==> src/rtl/gpu_frame_reader.sv <==
// gpu_frame_reader
// Display-side reader for the CPU's shared video memory. Generates VGA
// timing from a divided pixel tick, places a 256x256 image window on screen,
// drives the shared read address and turns the returned grayscale bytes into
// RGB pixels.
//
// Ports:
//   clk, rst         system clock, synchronous active-high reset
//   gpu_data         RAM port B byte (1 clk after gpu_address)
//   gpu_data_rom     image ROM byte, same latency
//   gpu_address      read address {row[7:0], col[7:0]}
//   vga_r/g/b        grayscale replicated on all three channels
//   vga_hs, vga_vs   active-low syncs
//   vga_blank_n      high in the visible area
//   pix_tick         one-clk pulse per pixel (DAC clock enable)
//   frame_start      one-tick pulse with output pixel (0,0)
//
// Build option: GPU_SIDE_BY_SIDE_EN adds a second window showing the image ROM
// to the right of the RAM window, separated by GAP pixels.
//
// Pipeline: counters -> stage 0 (address + timing flags) -> stage 1 (pins),
// so pins lag the counters by two pixel ticks; CLK_DIV >= 2 gives the memory
// its one-clk read latency between the two stages.

module gpu_frame_reader #(
  parameter int CLK_DIV = 2,
  parameter int H_VIS   = 640,
  parameter int H_FP    = 16,
  parameter int H_SYNC  = 96,
  parameter int H_BP    = 48,
  parameter int V_VIS   = 480,
  parameter int V_FP    = 10,
  parameter int V_SYNC  = 2,
  parameter int V_BP    = 33,
  parameter int X0      = 64,
  parameter int Y0      = 112,
  parameter int IMG_DIM = 256,
  parameter int GAP     = 32
) (
  input  logic        clk,
  input  logic        rst,
  input  logic [7:0]  gpu_data,
  input  logic [7:0]  gpu_data_rom,
  output logic [15:0] gpu_address,
  output logic [7:0]  vga_r,
  output logic [7:0]  vga_g,
  output logic [7:0]  vga_b,
  output logic        vga_hs,
  output logic        vga_vs,
  output logic        vga_blank_n,
  output logic        pix_tick,
  output logic        frame_start
);

  localparam int H_TOT = H_VIS + H_FP + H_SYNC + H_BP;
  localparam int V_TOT = V_VIS + V_FP + V_SYNC + V_BP;
  localparam int DW    = (CLK_DIV > 2) ? $clog2(CLK_DIV) : 1;
  localparam int HW    = $clog2(H_TOT);
  localparam int VW    = $clog2(V_TOT);

  // divider and raster counters
  logic [DW-1:0] div_q, div_d;
  logic          pix_tick_q, pix_tick_d;
  logic [HW-1:0] hcnt_q, hcnt_d;
  logic [VW-1:0] vcnt_q, vcnt_d;

  // stage 0 registers
  logic [15:0] gpu_address_q, gpu_address_d;
  logic        vis0_q, hs0_q, vs0_q, in0_q, fs0_q;
  logic        vis0_d, hs0_d, vs0_d, in0_d, fs0_d;

  // stage 1 (pin) registers
  logic [7:0] pix_q, pix_d;
  logic       hs_q, vs_q, blank_n_q, fs_q;

  // 32-bit copies of the counters for comparisons against int parameters
  logic [31:0] h_s, v_s;
  logic        in_y_s, in_ram_s;

`ifdef GPU_SIDE_BY_SIDE_EN
  localparam int X1 = X0 + IMG_DIM + GAP;
  logic sel0_q, sel0_d;
  logic in_rom_s;
`else
  // ROM byte and window gap have no use without the second window
  logic unused_rom_s;
  assign unused_rom_s = ^{gpu_data_rom, 1'(GAP)};
`endif

  // Next state of the pixel divider and the raster counters.
  always_comb begin
    div_d  = div_q;
    hcnt_d = hcnt_q;
    vcnt_d = vcnt_q;
    if (pix_tick_q) begin
      div_d = {DW{1'b0}};
      if (hcnt_q == HW'(H_TOT - 1)) begin
        hcnt_d = {HW{1'b0}};
        if (vcnt_q == VW'(V_TOT - 1)) begin
          vcnt_d = {VW{1'b0}};
        end else begin
          vcnt_d = vcnt_q + VW'(1);
        end
      end else begin
        hcnt_d = hcnt_q + HW'(1);
      end
    end else begin
      div_d = div_q + DW'(1);
    end
    // pix_tick is registered so it is high exactly while div_q == CLK_DIV-1
    pix_tick_d = (div_d == DW'(CLK_DIV - 1));
  end

  // Divider and raster counter registers.
  always_ff @(posedge clk) begin
    if (rst) begin
      div_q      <= {DW{1'b0}};
      pix_tick_q <= 1'b0;
      hcnt_q     <= {HW{1'b0}};
      vcnt_q     <= {VW{1'b0}};
    end else begin
      div_q      <= div_d;
      pix_tick_q <= pix_tick_d;
      hcnt_q     <= hcnt_d;
      vcnt_q     <= vcnt_d;
    end
  end

  // Stage 0 decode: window membership, read address and timing flags.
  always_comb begin
    h_s      = 32'(hcnt_q);
    v_s      = 32'(vcnt_q);
    vis0_d   = (h_s < H_VIS) && (v_s < V_VIS);
    hs0_d    = !((h_s >= H_VIS + H_FP) && (h_s < H_VIS + H_FP + H_SYNC));
    vs0_d    = !((v_s >= V_VIS + V_FP) && (v_s < V_VIS + V_FP + V_SYNC));
    fs0_d    = (hcnt_q == {HW{1'b0}}) && (vcnt_q == {VW{1'b0}});
    in_y_s   = (v_s >= Y0) && (v_s < Y0 + IMG_DIM);
    in_ram_s = in_y_s && (h_s >= X0) && (h_s < X0 + IMG_DIM);
    // address holds outside the window(s)
    gpu_address_d = gpu_address_q;
`ifdef GPU_SIDE_BY_SIDE_EN
    in_rom_s = in_y_s && (h_s >= X1) && (h_s < X1 + IMG_DIM);
    in0_d    = in_ram_s || in_rom_s;
    sel0_d   = in_rom_s;
    if (in_ram_s) begin
      gpu_address_d = {8'(v_s - 32'(Y0)), 8'(h_s - 32'(X0))};
    end else if (in_rom_s) begin
      gpu_address_d = {8'(v_s - 32'(Y0)), 8'(h_s - 32'(X1))};
    end else begin
      gpu_address_d = gpu_address_q;
    end
`else
    in0_d = in_ram_s;
    if (in_ram_s) begin
      gpu_address_d = {8'(v_s - 32'(Y0)), 8'(h_s - 32'(X0))};
    end else begin
      gpu_address_d = gpu_address_q;
    end
`endif
  end

  // Stage 0 registers, advanced once per pixel tick.
  always_ff @(posedge clk) begin
    if (rst) begin
      gpu_address_q <= 16'h0000;
      vis0_q        <= 1'b0;
      hs0_q         <= 1'b1;
      vs0_q         <= 1'b1;
      in0_q         <= 1'b0;
      fs0_q         <= 1'b0;
`ifdef GPU_SIDE_BY_SIDE_EN
      sel0_q        <= 1'b0;
`endif
    end else if (pix_tick_q) begin
      gpu_address_q <= gpu_address_d;
      vis0_q        <= vis0_d;
      hs0_q         <= hs0_d;
      vs0_q         <= vs0_d;
      in0_q         <= in0_d;
      fs0_q         <= fs0_d;
`ifdef GPU_SIDE_BY_SIDE_EN
      sel0_q        <= sel0_d;
`endif
    end
  end

  // Stage 1 pixel select: memory byte inside a window, black elsewhere.
  always_comb begin
    pix_d = 8'h00;
    if (vis0_q && in0_q) begin
`ifdef GPU_SIDE_BY_SIDE_EN
      if (sel0_q) begin
        pix_d = gpu_data_rom;
      end else begin
        pix_d = gpu_data;
      end
`else
      pix_d = gpu_data;
`endif
    end else begin
      pix_d = 8'h00;
    end
  end

  // Stage 1 (pin) registers, advanced once per pixel tick.
  always_ff @(posedge clk) begin
    if (rst) begin
      pix_q     <= 8'h00;
      hs_q      <= 1'b1;
      vs_q      <= 1'b1;
      blank_n_q <= 1'b0;
      fs_q      <= 1'b0;
    end else if (pix_tick_q) begin
      pix_q     <= pix_d;
      hs_q      <= hs0_q;
      vs_q      <= vs0_q;
      blank_n_q <= vis0_q;
      fs_q      <= fs0_q;
    end
  end

  assign gpu_address = gpu_address_q;
  assign vga_r       = pix_q;
  assign vga_g       = pix_q;
  assign vga_b       = pix_q;
  assign vga_hs      = hs_q;
  assign vga_vs      = vs_q;
  assign vga_blank_n = blank_n_q;
  assign pix_tick    = pix_tick_q;
  assign frame_start = fs_q;

endmodule

==> config.mk <==
export PLATFORM = sky130hd
export DESIGN_NAME = gpu_frame_reader
export DESIGN_NICKNAME = d
export VERILOG_FILES = /design/src/rtl/gpu_frame_reader.sv
export SDC_FILE = /design/constraint.sdc
export NUM_CORES = 1
export LEC_CHECK = 0
export CAP_MARGIN = 20
export CELL_PAD_IN_SITES_DETAIL_PLACEMENT = 1
export CELL_PAD_IN_SITES_GLOBAL_PLACEMENT = 2
export CORE_MARGIN = 1.5
export CORE_UTILIZATION = 30
export CTS_BUF_LIST = sky130_fd_sc_hd__clkbuf_16
export DETAILED_ROUTE_END_ITERATION = 8
export PLACE_DENSITY = 0.89
export SLEW_MARGIN = 5
export SYNTH_ARGS = -nofsm -noshare
export SYNTH_HDL_FRONTEND = slang
export SYNTH_SLANG_ARGS = --single-unit
==> constraint.sdc <==
create_clock -name clk -period 2.64 [get_ports clk]
set_input_delay 0.66 -clock clk [delete_from_list [all_inputs] [get_ports clk]]
set_output_delay 0.66 -clock clk [all_outputs]
set_load 0.02 [all_outputs]
# [Word-level counts from Yosys, hierarchy flattened]
# Cells that the tools add are included.
[totals] word_cells=49 output_inout_bits=45 register_bits=54
[op_classes] magnitude_cmp=10 reduce_logical=15 addsub=5 mux=3 eq_ne=2
[op_table] cell="$lt 10x9->1 const B" n=4
[op_table] cell="$add 10x1->10 const B" n=2
[op_table] cell="$eq 10x10->1 const B" n=2
[op_table] cell="$ge 10x7->1 const B" n=2
[op_table] cell="$logic_not 10->1" n=2
[op_table] cell="$lt 10x10->1 const B" n=2
[op_table] cell="$mux 10" n=2
[op_table] cell="$sub 8x7->8 const B" n=2
[op_table] cell="$ge 10x10->1 const B" n=1
[op_table] cell="$ge 10x9->1 const B" n=1
[op_table] cell="$logic_and 1x1->1" n=8
[op_table] cell="$mux 8" n=1
[op_table] cell="$reduce_and 2->1" n=2
[op_table] cell="$logic_not 1->1" n=2
[op_table] cell="$reduce_or 2->1" n=1
[op_table] cell="$add 1x1->1 const B" n=1

# [Logic depth before layout (Yosys ltp)]
[logic_depth] depth_word=5 ltp_mapped=7 ltp_nobuf=6

# [Least setup slack after synthesis]
# OpenSTA, ideal clock, no wires.
[synth_timing] path_type="register to register" from="register hcnt_q[6]" to="register vcnt_q[9]" n_path_buf=0 setup_slack_ns=0.710 t_arrival_ns=1.864 t_required_ns=2.574 period_less_slack_ns=1.930 stages_incl_launch_ff=7 cell_sequence="dfxtp_1 inv_1 ha_1 nand4b_4 or4_4 or3_1 a21oi_2"
[synth_via] elab_chain_cells=2
[synth_lines] item="start, declared" line="64" text="logic [HW-1:0] hcnt_q, hcnt_d;"
[synth_lines] item="start signal, assigned" line="119" text="hcnt_q <= {HW{1'b0}};"
[synth_lines] item="start signal, assigned" line="124" text="hcnt_q <= hcnt_d;"
[synth_lines] item="$eq 10x10->1" line="97" text="if (hcnt_q == HW'(H_TOT - 1)) begin"
[synth_lines] item="$reduce_and 2->1 (no source line)"
[synth_lines] item="end signal, assigned" line="120" text="vcnt_q <= {VW{1'b0}};"
[synth_lines] item="end signal, assigned" line="125" text="vcnt_q <= vcnt_d;"
[synth_lines] item="end, declared" line="65" text="logic [VW-1:0] vcnt_q, vcnt_d;"
# Every way passes these cells.
# A chain may end at the register's enable or synchronous reset.

# [Worst setup path after layout]
[layout_timing] from="register vcnt_q[1]" to="register gpu_address_q[10] (netlist: gpu_address[10])"
[layout_via] elab_chain_cells=5 elab_cells_between_ends=7 cone_classes="add/sub: 1; order compare: 2; reduce/logical: 4"
[layout_lines] item="$ge 10x7->1 or $lt 10x9->1 (tied branches)" line="137" text="in_y_s = (v_s >= Y0) && (v_s < Y0 + IMG_DIM);"
[layout_lines] item="$logic_and 1x1->1" line="137"
[layout_lines] item="$logic_and 1x1->1 (2 in series)" line="138" text="in_ram_s = in_y_s && (h_s >= X0) && (h_s < X0 + IMG_DIM);"
[layout_lines] item="$reduce_and 2->1 (no source line)"
[layout_lines] item="end signal, assigned" line="175" text="gpu_address_q <= gpu_address_d;"
[layout_lines] item="end, declared" line="68" text="logic [15:0] gpu_address_q, gpu_address_d;"
# Parallel ways exist; a longest one is shown, timed or not.

==> results.toml <==
[drt]
num_vias = 2215
drc = 0
drt-initial-drc-count = 98
drtPass1Iterations = 4
ant_nets = 0
routedWlPerCell_microns = 15.6
drt-total-wl_mm = 7.01
vias_per_cell = 4.93

[clock_tree]
cts_setup_buffers = 0
max-clock-path-buffers = 2
clk_pin_slew_ns = 0.07
cts_sinks = 54
cts-root-buf = "clkbuf_16"
tritoncts = "done"
htree_num_levels = 2
cts_buffers = 5
cts_resized = 0
clock_latency_ns = 0.29
cts_hold_buf = 0

[min_path]
min-delay-path-class = "register to register"
hold_path_startpoint = "gpu_address[13]$_SDFFE_PP0P_"

[global_route]
grt_usage = 0.150
grt_max_degree = 30
grt_pass1_wl_mm = 11.8
grt_pass1_vias = 2386
antenna_found_initial = 0
overflow = 0

[floorplanning]
die_height_microns = 99.5
core_sq_mm = 0.00915
initial_core_util = 0.305
rows = 35
dieWidth_microns = 99.5
io_pins = 63
die_area_sq_mm = 0.00990

[placed_design]
gp_congestion = 0.791
io_buffers = 54
hpwl_mm = 5.19
pre_cts_slack_ns = 0.381
place_area_sq_mm = 0.00334

[finish]
final_cell_mix = "dfxtp_1, clkdlybuf4s50_1, nand2b_1"
drive_above_1_share = 0.0858
final_cell_area_sq_mm = 0.00352
diodes = 0
utilization = 0.384
num-nets-final = 368
area_delta_synth_final_pct = 25.9

[critical_path]
reg2reg_depth = 7
cp-end-kind = "register"
crit_fanout = 7
worstPathRequired_ns = 2.86
crit_type = "register to register"
rr_endpoint = "gpu_address[10]$_SDFFE_PP0P_"
r2r-start = "vcnt_q[1]$_SDFFE_PP0P_"
r2r_slack_ns = 0.36
cp-start-kind = "register"
cp.arrival_ns = 2.50
critPathLaunch = "vcnt_q[1]$_SDFFE_PP0P_"
cp-endpoint = "gpu_address[10]$_SDFFE_PP0P_"

[sta]
hold_viol = 0
finalCritPeriodShare = 0.865
setup_viol = 0
clock_skew_ns = 0.00331
setup_slack_ns = 0.356
setup-tns-final_ns = 0
fin_crit_ns = 2.28
max_freq_mhz = 438
grt_setup_unrepaired = "false"
tightest_slew_ns = 0.809
relSlewSlack = 0.459
maxSlewViolCount = 0

[flow_run]
drv_cap = 0

[synth]
yosys.area.top_type = "dfxtp_1"
synth_cell_types = 49
synthFlopType = "dfxtp_1"
synth_edf_count = 0
synth_top_area_frac = 0.387
syn_avg_cell_area_sq_um = 9.43
yosysWarningCount = 0
synth_nets = 327
synthTopCellsByArea = "dfxtp_1, nand2b_1, mux2i_1, ha_1, buf_4"
ys_ff_latch = 54
syn_area_sq_mm = 0.00279
netlist_instances = 296
async_flop_share = 0
yosysSeqAreaShare = 0.387

[outcome]
outcome = "completed"

[power_and_ir_drop]
finalPower_mw = 1.69
peakVddDrop_mv = 0.245
p_leak_nw = 1.21
powerDensity_mw_per_mm2 = 480
sequential cells by signal, indices dropped and copies added (netlist names):
register     flops
hs0_q            1
vga_b            8
in0_q            1
frame_start      1
vga_blank_n      1
hcnt_q          10
vs0_q            1
vcnt_q          10
vis0_q           1
gpu_address     16
vga_vs           1
vga_hs           1
pix_tick         1
fs0_q            1
where the power goes:
| part | leakage [nW] | switching (mW) | internal (mW) | total (mW) |
|---|---|---|---|---|
| clock network | 0.0819 | 0.313 | 0.454 | 0.767 |
| logic | 0.691 | 0.0454 | 0.0428 | 0.0882 |
| registers | 0.436 | 0.00982 | 0.823 | 0.833 |
| total | 1.21 | 0.368 | 1.32 | 1.69 |
per-stage QoR:
| stage | std cells | hold slack [ns] |
|---|---|---|
| floorplan | 296 | 0.425 |
| global placement | 441 | 0.455 |
| detailed placement | 441 | 0.458 |
| CTS | 449 | 0.482 |
| global route | 449 | 0.509 |
| finish | 449 | 0.476 |
logic make-up (layout without fill, tap and decap cells):
logic type               after synthesis  after routing  share of synthesized area
multiplexers                          21             21                     0.0771
flip-flops                            54             54                      0.387
buffers and inverters                 45             87                     0.0972
AND/OR/NAND/NOR                      113            113                      0.243
AO/OA/AOI/OAI                         36             36                     0.0932
adder cells (fa/ha/maj)               13             13                     0.0582
XOR/XNOR                              14             14                     0.0439
synthesized netlist by cell type (3+ instances only):
| master | count |
|---|---|
| dfxtp_1 | 54 |
| nand2b_1 | 28 |
| nor2_1 | 20 |
| buf_4 | 18 |
| mux2i_1 | 17 |
| ha_1 | 13 |
| inv_1 | 12 |
| nor3_1 | 10 |
| xnor2_1 | 10 |
| clkbuf_1 | 9 |
| nand3_1 | 9 |
| nor2b_1 | 9 |
| a21oi_1 | 8 |
| a22o_1 | 8 |
| nand2_1 | 8 |
| nand4_1 | 6 |
| o21ai_0 | 6 |
| mux2_1 | 4 |
| nor4_1 | 4 |
| or3_1 | 4 |
| xor2_1 | 4 |
| buf_6 | 3 |
final cells by class:
class	instances	area, sq um
clock buffers	5	125
clock inverters	3	48.8
fillers	1061	5640
inverters	12	45.0
multi-input cells	197	1440
flip-flops and latches	54	1080
well taps	111	139
repair buffers	67	638
layer usage:
metal | part of all wire | global-route usage | vias to the layer above
met5 | 0 | 0 | -
met4 | 0.015 | 0.0444 | 0
met3 | 0.015 | 0.0155 | 8
met2 | 0.52 | 0.281 | 35
met1 | 0.45 | 0.179 | 1076
li1 | - | - | 1096
worst min path at each step:
stage,to,depth (start not counted)
5_1_grt,gpu_address[11]$_SDFFE_PP0P_,2
2_1_floorplan,fs0_q$_SDFFE_PP0P_,2
6_report,gpu_address[13]$_SDFFE_PP0P_,2
3_3_place_gp,fs0_q$_SDFFE_PP0P_,2
4_1_cts,gpu_address[13]$_SDFFE_PP0P_,2
3_5_place_dp,vga_hs$_SDFFE_PP1P_,1
critical path, stage by stage, from the launching register on:
cell and delay, ns:
dfxtp_1 0.41, inv_1 0.09, ha_1 0.14, nor3b_1 0.32
a31oi_1 0.20, nor4_4 0.60, buf_4 0.25, mux2i_1 0.20
Power figures use the tool's default switching activity.
==> patch (same flow settings) <==
Register the output `pix_tick` once more, without a reset; this adds one clock of latency there. The other outputs are not delayed to match. Comments in the files are not updated.
--- a/src/rtl/gpu_frame_reader.sv
+++ b/src/rtl/gpu_frame_reader.sv
@@ -226,7 +226,9 @@
   assign vga_hs      = hs_q;
   assign vga_vs      = vs_q;
   assign vga_blank_n = blank_n_q;
-  assign pix_tick    = pix_tick_q;
+  always_ff @(posedge clk) begin
+    pix_tick <= pix_tick_q;
+  end
   assign frame_start = fs_q;
 
 endmodule
Formal check against the unedited RTL: not equivalent (a bounded check fails within 4 cycles, from zero or initial values and one cycle with rst high).
==> patch against the unedited design <==
Synthesized cell count increased by 0.34%. Utilization about the same. Design area about the same. Worst setup slack improved by 0.0015 ns. Hold slack got worse by 0.0021 ns. Fmax about the same. Sequential cell count increased by 1. Area after synthesis increased by 0.72%. Clock power decreased by 2%. Routed wire length decreased by 5.2%. Total power about the same. Die area increased by 0.69%. Largest power group unchanged.
==> patch: results (changes against the unedited design) <==
stage	metric	value	unit	change
run_status	status	complete, no violations		unchanged
min_path	hold_start	hs0_q		was gpu_address[13]
synthesis	synthAdderAreaFrac	5.78	%	was 5.82%
cells_and_area	fin_cells	448		was 449
global_route	met1_usage	18.1	%	was 17.9%
synthesis	synthMuxAreaShare	7.65	%	was 7.71%
route	met2_length	3280	um	was 3650 um
route	wl_met1	3190	um	was 3150 um
synthesis	syn-instance-count	297		was 296
place	place_ws	0.352	ns	was 0.381 ns
power_and_ir_drop	peakVddDrop	0.000282	V	was 0.000245 V
global_route	grt_pass1_wl	10900	um	was 11,800 um
synthesis	synth_compound_area_share	9.25	%	was 9.32%
route	wl	6650	um	was 7010 um
global_route	grt_pass1_vias	2208		was 2,386
place	hpwlAfterDp	4920	um	was 5190 um
power_and_ir_drop	p_sw	0.359	mW	was 0.368 mW
power_and_ir_drop	p_leak	1.21	nW	about the same
cells_and_area	drive_above_1_share	7.72	%	was 8.58%
power_and_ir_drop	p_per_area	480	nW/um^2	about the same
cells_and_area	final_nets	367		was 368
power_and_ir_drop	pg_seq	0.848	mW	was 0.833 mW
route	vias_per_cell	4.81		was 4.93
sta	tightest_slew	0.779	ns	was 0.809 ns
min_path	hold_depth	1		was 2
place	dp_cells	440		was 441
synthesis	synth_nets	328		was 327
critical_path	crit_start	vcnt_q[0]		was vcnt_q[1]
synthesis	yosys-top-cells-area	dfxtp_1 (39%), nand2b_1 (6.2%), mux2i_1 (6.0%)		was dfxtp_1 (39%), nand2b_1 (6.3%), mux2i_1 (6.1%)
global_route	grt.total_usage	13.6	%	was 15.0%
sta	finClkSkew	0.00624	ns	was 0.00331 ns
global_route	grt_max_degree	42		was 30
critical_path	r2r-start	vcnt_q[0]		was vcnt_q[1]
synthesis	yosys.area_share.xor_xnor	4.36	%	was 4.39%
power_and_ir_drop	p_comb	0.0863	mW	was 0.0882 mW
## patch: cell types whose count changed in the layout (fill, tap and decap cells not counted)
cell and change:
buf_4 -2, clkinv_1 +1, clkinvlp_4 -1, dfxtp_1 +1
inv_6 +1, inv_8 -1
## patch: final timing paths
path              slack, ns             end
setup / recovery       0.36  gpu_address[1]
hold reg to reg        0.47          vga_hs
hold / removal         0.47          vga_hs
setup reg to reg       0.36  gpu_address[1]
## patch: logic make-up (layout without fill, tap and decap cells)
group           after synthesis  count (layout)
compound gates               36              36
xor+xnor                     14              14
fa+ha+maj                    13              13
buf+inv                      45              85
flops                        55              55
mux                          21              21
simple gates                113             113
## patch: cell type report
type / instances / area, sq um
multi-input combinational: 197 / 1440
clock buffer: 5 / 125
tap: 111 / 139
fill: 1040 / 5640
clock inverter: 3 / 42.5
timing repair buffer: 65 / 623
sequential: 55 / 1100
inverter: 12 / 45.0
